<file path="config.mk">
export PLATFORM = sky130hd
export DESIGN_NAME = shift_add_mult
export DESIGN_NICKNAME = d
export VERILOG_FILES = /design/src/rtl/shift_add_mult_pkg.sv /design/src/rtl/shift_add_mult_add.sv /design/src/rtl/shift_add_mult.sv
export SDC_FILE = /design/constraint.sdc
export NUM_CORES = 1
export LEC_CHECK = 0
export BUFFER_PORTS_ARGS = -buffer_cell sky130_fd_sc_hd__buf_4
export CORE_ASPECT_RATIO = 1.25
export CORE_UTILIZATION = 44
export DETAILED_ROUTE_END_ITERATION = 8
export PLACE_DENSITY = 0.67
export REMOVE_ABC_BUFFERS = 1
export SYNTH_ARGS = -nofsm -noshare
export SYNTH_HDL_FRONTEND = slang
export SYNTH_HIERARCHICAL = 1
export SYNTH_SLANG_ARGS = --single-unit
</file>
<file path="constraint.sdc">
create_clock -name clk -period 2.35 [get_ports clk]
set_input_delay 0.5875 -clock clk [delete_from_list [all_inputs] [get_ports clk]]
set_output_delay 0.5875 -clock clk [all_outputs]
set_load 0.005 [all_outputs]
</file>
<file path="src/rtl/shift_add_mult_pkg.sv">
// ============================================================================
// shift_add_mult_pkg : shared FSM encoding for the shift-and-add multiplier
// Revision 1.0
// ============================================================================
`default_nettype none

package shift_add_mult_pkg;

  typedef enum logic [1:0] {
    IDLE = 2'd0,
    CALC = 2'd1,
    DONE = 2'd2
  } state_e;

endpackage

`default_nettype wire

</file>
<file path="src/rtl/shift_add_mult_add.sv">
// ============================================================================
// add : N-bit ripple-carry adder (one full adder per bit)
// Revision 1.0
// ============================================================================
`default_nettype none

module add #(
  parameter int N = 4
) (
  input  logic [N-1:0] a_i,
  input  logic [N-1:0] b_i,
  input  logic         cin_i,
  output logic [N-1:0] sum_o,
  output logic         cout_o
);

  logic [N:0] w_carry;

  assign w_carry[0] = cin_i;

  for (genvar i = 0; i < N; i++) begin : g_bit
    logic w_p;
    assign w_p          = a_i[i] ^ b_i[i];
    assign sum_o[i]     = w_p ^ w_carry[i];
    assign w_carry[i+1] = (a_i[i] & b_i[i]) | (w_carry[i] & w_p);
  end

  assign cout_o = w_carry[N];

endmodule

`default_nettype wire

</file>
<file path="src/rtl/shift_add_mult.sv">
// ============================================================================
// shift_add_mult : sequential unsigned NxN shift-and-add multiplier
// Revision 1.0
// ============================================================================
`default_nettype none

module shift_add_mult
  import shift_add_mult_pkg::*;
#(
  parameter int N = 4
) (
  input  logic           clk,
  input  logic           rst,
  input  logic           start,
  input  logic [N-1:0]   a,
  input  logic [N-1:0]   b,
  output logic           busy,
  output logic           done,
  output logic [2*N-1:0] product
);

  localparam int              CNT_W  = $clog2(N) + 1;
  localparam logic [CNT_W-1:0] c_last = CNT_W'(N - 1);

  state_e           state_q;
  logic [N-1:0]     mcand_q;
  logic [N-1:0]     acc_q;
  logic [N-1:0]     mq_q;
  logic [CNT_W-1:0] cnt_q;
  logic [2*N-1:0]   product_q;
  logic             busy_q;
  logic             done_q;

  logic [N-1:0]     w_addend;
  logic [N-1:0]     w_sum;
  logic             w_cout;
  logic [2*N-1:0]   w_shift_d;

  assign w_addend = mq_q[0] ? mcand_q : '0;

  add #(.N(N)) u_add (
    .a_i    (acc_q),
    .b_i    (w_addend),
    .cin_i  (1'b0),
    .sum_o  (w_sum),
    .cout_o (w_cout)
  );

  // {cout,sum,mq} >> 1 : carry lands in the accumulator MSB, never lost
  assign w_shift_d = {w_cout, w_sum, mq_q[N-1:1]};

  always_ff @(posedge clk or posedge rst) begin
    if (rst) begin
      state_q   <= IDLE;
      mcand_q   <= '0;
      acc_q     <= '0;
      mq_q      <= '0;
      cnt_q     <= '0;
      product_q <= '0;
      busy_q    <= 1'b0;
      done_q    <= 1'b0;
    end else begin
      case (state_q)
        IDLE: begin
          if (start) begin
            mcand_q <= a;
            mq_q    <= b;
            acc_q   <= '0;
            cnt_q   <= '0;
            state_q <= CALC;
            busy_q  <= 1'b1;
          end
        end
        CALC: begin
          acc_q <= w_shift_d[2*N-1:N];
          mq_q  <= w_shift_d[N-1:0];
          cnt_q <= cnt_q + CNT_W'(1);
          if (cnt_q == c_last) begin
            product_q <= w_shift_d;
            state_q   <= DONE;
            busy_q    <= 1'b0;
            done_q    <= 1'b1;
          end
        end
        DONE: begin
          state_q <= IDLE;
          done_q  <= 1'b0;
        end
        default: begin
          state_q <= IDLE;
          busy_q  <= 1'b0;
          done_q  <= 1'b0;
        end
      endcase
    end
  end

  assign busy    = busy_q;
  assign done    = done_q;
  assign product = product_q;

endmodule

`default_nettype wire

</file>
Yosys cells after proc, flatten, opt, wreduce, memory -nomap -nowiden:

Cells that the tools add are included.

* bits in registers: 27
* input port bits: 11
* output and inout bits: 10
* logic and storage cells: 56

* add/subtract/negate cells: 1
* equality and inequality tests: 5
* multiplexer cells: 15
* bitwise logic cells: 19
* reduce and logical (&&, ||, !) cells: 8

Operator list (number)
* one-hot mux 4 bit (2 select lines): 2
* two-way mux 4 bit: 3
* AND reduction 2 bit: 5
* AND 1 bit: 7
* bitwise XOR 1 bit: 7
* one-hot mux 3 bit (2 select lines): 1
* two-way mux 2 bit: 2
* inequality test 2 bit, second input constant: 2
* one-hot mux 2 bit (2 select lines): 1
* adder 3 x 1 -> 3 bit, second input constant: 1
* equality test 3 x 2 -> 1 bit, second input constant: 1
* two-way mux 1 bit: 3
* two-way mux 3 bit: 1
* OR 1 bit: 3
* one-hot mux 1 bit (3 select lines): 1
* AND reduction 3 bit: 1
* equality test 2 x 1 -> 1 bit, second input constant: 1
* equality test 2 bit, second input constant: 1
* zero test 2 bit: 1
* inverter 1 bit: 2
* one-hot mux 1 bit (2 select lines): 1
* nonzero test 2 bit: 1

Logic depth before layout (Yosys ltp):

* word-level depth: 9
* depth in mapped cells: 10
* mapped depth without buffers: 10

Modules after synthesis:

The synthesis kept the hierarchy.

Modules (own cells, without submodules)
* shift_add_mult: instances 1, cells each 89, area an instance 1143.6 um^2, sequential area each 675.6 um^2
* add: instances 1, cells each 14, area an instance 117.6 um^2, sequential area each 0.0 um^2

Worst setup path before layout:

Ideal clock, no wire load.

* kind: register -> register
* start point: register mq_q[0]
* end point: register product_q[6] (netlist: product[6])
* setup time: 0.064 ns
* arrival: 2.187 ns
* data required time: 2.286 ns
* setup slack: 0.099 ns
* cell stages (with the launch flop): 11
* buffers on the path: 0
* clock period less this slack: 2.251 ns
* cells stage by stage: dfrtp_1 -> and2_1 -> fa_1 -> inv_1 -> fa_1 -> inv_1 -> fa_1 -> inv_1 -> fa_1 -> inv_1 -> mux2_4

* word-level cells in the longest chain between the ends: 7
* elaborated cells on any way between the ends: 12
* classes of those cells: mux: 1; bitwise: 11

RTL lines
* start, declared: RTL line shift_add_mult.sv:28 `logic [N-1:0] mq_q;`
* start signal, assigned: RTL line shift_add_mult.sv:76 `mq_q <= w_shift_d[N-1:0];`
* two-way mux 4 bit: RTL line shift_add_mult.sv:39 `assign w_addend = mq_q[0] ? mcand_q : '0;`
* named net w_addend[0]: RTL line shift_add_mult.sv:34 `logic [N-1:0] w_addend;`
* AND 1 bit (2 in a row): RTL line shift_add_mult_add.sv:25 `assign w_carry[i+1] = (a_i[i] & b_i[i]) | (w_carry[i] & w_p);`
* OR 1 bit: RTL line shift_add_mult_add.sv:25
* AND 1 bit: RTL line shift_add_mult_add.sv:25
* OR 1 bit: RTL line shift_add_mult_add.sv:25
* bitwise XOR 1 bit: RTL line shift_add_mult_add.sv:24 `assign sum_o[i] = w_p ^ w_carry[i];`
* named net w_sum[3]: RTL line shift_add_mult.sv:35 `logic [N-1:0] w_sum;`
* end signal, assigned: RTL line shift_add_mult.sv:79 `product_q <= w_shift_d;`
* end, declared: RTL line shift_add_mult.sv:30 `logic [2*N-1:0] product_q;`

The timed path passes the listed nets, and every way through them passes these cells.
A chain may end at the register's enable or synchronous reset.

Worst setup path in the final report:

* start point: register mq_q[0]
* end point: register acc_q[2]

* word-level cells in the longest chain between the ends: 8
* elaborated cells on any way between the ends: 13
* classes of those cells: mux: 2; bitwise: 11

RTL lines
* two-way mux 4 bit: RTL line shift_add_mult.sv:39
* named net w_addend[0]: RTL line shift_add_mult.sv:34
* AND 1 bit (2 in a row): RTL line shift_add_mult_add.sv:25
* OR 1 bit: RTL line shift_add_mult_add.sv:25
* AND 1 bit: RTL line shift_add_mult_add.sv:25
* OR 1 bit: RTL line shift_add_mult_add.sv:25
* bitwise XOR 1 bit: RTL line shift_add_mult_add.sv:24
* named net w_sum[3]: RTL line shift_add_mult.sv:35
* one-hot mux 4 bit (2 select lines): RTL line shift_add_mult.sv:63 `case (state_q)`
* end signal, assigned: RTL line shift_add_mult.sv:75 `acc_q <= w_shift_d[2*N-1:N];`
* end, declared: RTL line shift_add_mult.sv:27 `logic [N-1:0] acc_q;`

The timed path passes the listed nets, and every way through them passes these cells.

==> run_results.csv <==
group,metric,value,unit
logic_synthesis,synth_seq_cells,27,
sta,fin_crit,2.273,ns
worst_hold_path,holdCritPathClass,"in2async",
critical_path,cp-end-kind,"register",
sta,skew,0.004140,ns
finish,final_cells,162,
floorplan,start_util,0.4660,
logic_synthesis,synth-compound-area-share,0.1200,
logic_synthesis,post_synth.cell_area_avg,12.24,um^2
placement,dp.cells,157,
sta,min_period_over_period,0.9672,
logic_synthesis,yosys.cell_types.count,22,
power,clock_power_share,0.095,
floorplan,fp.dieW,49.89,um
power,p_switching,0.7490,mW
grt,grt_pass1_wl,3650,um
critical_path,critPathMaxFanout,2,
grt,grt_pass1_vias,788,
finish,nets,146,
floorplan,ios,21,
sta,setup_viol,0,
floorplan,core_area,2706,um^2
finish,final_area,1504,um^2
logic_synthesis,synthAdderAreaFrac,0.08333,
critical_path,timing.rr.start,"mq_q[0]",
power,swShare,0.3589,
sta,hold_viol,0,
power,power_leakage,0.7461,nW
drt,vias,814,
finish,drive_gt1_frac,0.3828,
placement,gp_congestion,0.7697,
logic_synthesis,syn_area,1261,um^2
finish,insertedDiodeCount,0,
drt,wire_per_inst,13.65,um
clock_tree,cts_tree,"done",
drt,first_iter_violations,22,
clock_tree,cts_sinks,27,
power,powerDensity,1388,nW/um^2
logic_synthesis,synth_xor_area_frac,0,
power,comb_power_share,0.499,
placement,hpwl,1631,um
drt,drt-total-wl,2212,um
grt,grt_use_total,0.1609,
sta,relSlewSlack,0.6177,
floorplan,rows,21,
sta,rsz0062_at_grt,"true",
floorplan,dieArea,3086,um^2
logic_synthesis,async_flop_share,1.000,
critical_path,required,2.61,ns
drt,ant_nets,0,
critical_path,start_kind,"register",
critical_path,r2r_slack,0.08,ns
logic_synthesis,ys.flop_type,"dfrtp_1",
placement,place_ws,0.02645,ns
clock_tree,cts_buffer_depth,2,
critical_path,crit_end,"acc_q[2]",
placement,port_buffers,20,
logic_synthesis,ys_warn_count,6,
placement,place_area,1459,um^2
power,ir_drop,0.7348,mV
critical_path,cp.arrival,2.54,ns
critical_path,r2r_cells,10,
clock_tree,numCtsBuffers,3,
drt,dr.pass1.iters,4,
critical_path,critPathKind,"reg2reg",
drt,vias_per_cell,5.025,
sta,slew_viol_final,0,
clock_tree,insertion_delay,0.32,ns
logic_synthesis,yosysSeqAreaShare,0.5357,
drt,drc_errors,0,
outcome,status,"finished clean",
sta,worst_slack,0.07718,ns
logic_synthesis,synth_edf_count,0,
logic_synthesis,yosys.area_share.simple,0.07440,
power,totalPowerFinal,2.087,mW
grt,antenna_found_initial,0,
logic_synthesis,netlist_instances,103,
floorplan,die_h,61.86,um
clock_tree,path_clk_slew,0.14,ns
sta,tightestPinTransition,0.5723,ns
finish,area_growth,19.25,%
logic_synthesis,synth_top_family_by_area,"multiplexers",
power,pwr-share-seq,0.406,
clock_tree,cts-root-buf,"clkbuf_4",
clock_tree,htreeDepth,1,
flow_run,drv_cap,0,
sta,max_freq,0.4400,GHz
grt,grt_max_degree,28,
grt,grt-ovfl-total,0,
critical_path,reg2reg_to,"acc_q[2]",
finish,fillers,256,
critical_path,critPathLaunch,"mq_q[0]",
logic_synthesis,synth_mux_area_frac,0.1310,
power,p_int,1.338,mW
==> power by group through the flow <==
| stage | clock network (mW) | logic, mW | registers [mW] |
|---|---|---|---|
| after global routing | 0.223 | 1.17 | 0.883 |
| final | 0.198 | 1.04 | 0.848 |
| after floorplan | 0 | 0.689 | 0.830 |
| after detailed placement | 0 | 0.992 | 0.858 |
| after CTS | 0.208 | 0.995 | 0.849 |
| after global placement | 0 | 0.945 | 0.844 |
==> cell type report <==
class                      instances  area (um^2)  share of cell area
tap                               34        42.54             0.02829
sequential                        27        675.6              0.4493
clock buffer                       3        22.52             0.01498
multi-input combinational         59        529.3              0.3519
timing repair buffer              23        172.7              0.1148
inverter                          15        56.30             0.03744
clock inverter                     1        5.005            0.003328
==> sequential cells by signal, indices dropped and copies added (netlist names) <==
signal / count
mcand_q: 4
state_q: 2
cnt_q: 3
done: 1
mq_q: 4
busy: 1
acc_q: 4
product: 8
==> metal layers <==
metal / routed length, um / track usage
met1: 1051 / 0.2282
met2: 1099 / 0.2471
met3: 51 / 0.02433
met4: 10 / 0.07347
met5: 0 / 0
==> kinds of logic (layout without fill, tap and decap cells) <==
family                     count (synthesis)  count (layout)
adders and majority gates                  6               6
other                                      1               1
buffers and inverters                     17              42
and+or+nand+nor                           16              16
DFF                                       27              27
AOI/OAI and AO/OA                         24              24
muxes                                     12              12
==> cell usage in the layout, fill, tap and decap left out, drive strengths merged, types with 2 or more instances in the layout <==
| cell | n |
|---|---|
| dfrtp | 27 |
| buf | 23 |
| inv | 15 |
| mux2 | 12 |
| o22ai | 8 |
| a21oi | 7 |
| a22o | 5 |
| nor2 | 4 |
| and2 | 4 |
| nand2 | 4 |
| fa | 4 |
| o21ai | 3 |
| clkbuf | 3 |
| nand2b | 2 |
| ha | 2 |
==> synth_stat cells, types with 2 or more instances <==
master | number | area [um^2]
nand2b_1 | 2 | 12.51
nand2_1 | 3 | 11.26
o22ai_1 | 8 | 50.05
ha_1 | 2 | 25.02
fa_1 | 4 | 80.08
inv_1 | 15 | 56.30
a22o_1 | 5 | 43.79
mux2_4 | 8 | 120.1
o21ai_0 | 3 | 15.01
dfrtp_1 | 27 | 675.7
nor2_1 | 3 | 11.26
a21oi_1 | 7 | 35.03
and2_1 | 4 | 25.02
mux2_2 | 4 | 45.04
==> worst max-delay path, cell delays in order, from the launching register on <==
cell	delay, ns
dfrtp_1	0.41
and2_4	0.16
fa_2	0.33
inv_2	0.06
fa_2	0.18
inv_2	0.04
fa_2	0.34
inv_2	0.06
fa_1	0.40
inv_1	0.08
a22o_1	0.14
==> worst min-delay path by stage <==
stage	from	to	slack [ns]	cells after the start
floorplan	cnt_q[2]	cnt_q[2]	0.45	2
global placement	cnt_q[2]	cnt_q[2]	0.46	2
detailed placement	cnt_q[2]	cnt_q[2]	0.48	2
CTS	rst	product[5]	0.31	3
global route	rst	product[5]	0.33	3
finish	rst	mq_q[0]	0.31	3
==> timing repair <==
item | in CTS | in global routing
pin swaps | 0 | 4
endpoints found under the setup margin | 1 | 2
hold buffers | 0 | 0
setup buffers | 0 | 1
resized for setup | 1 | 6
gates cloned | 0 | 0
==> per-stage QoR <==
stage | utilization | hold slack (ns) | setup TNS, ns
2_1_floorplan | - | 0.4498 | 0
3_3_place_gp | 0.5391 | 0.4642 | 0
3_5_place_dp | 0.5391 | 0.4808 | 0
4_1_cts | 0.5502 | 0.3123 | 0
5_1_grt | 0.5557 | 0.3329 | -0.01818
6_report | 0.5557 | 0.3108 | 0
No activity file was read; power rests on OpenSTA's default activity.
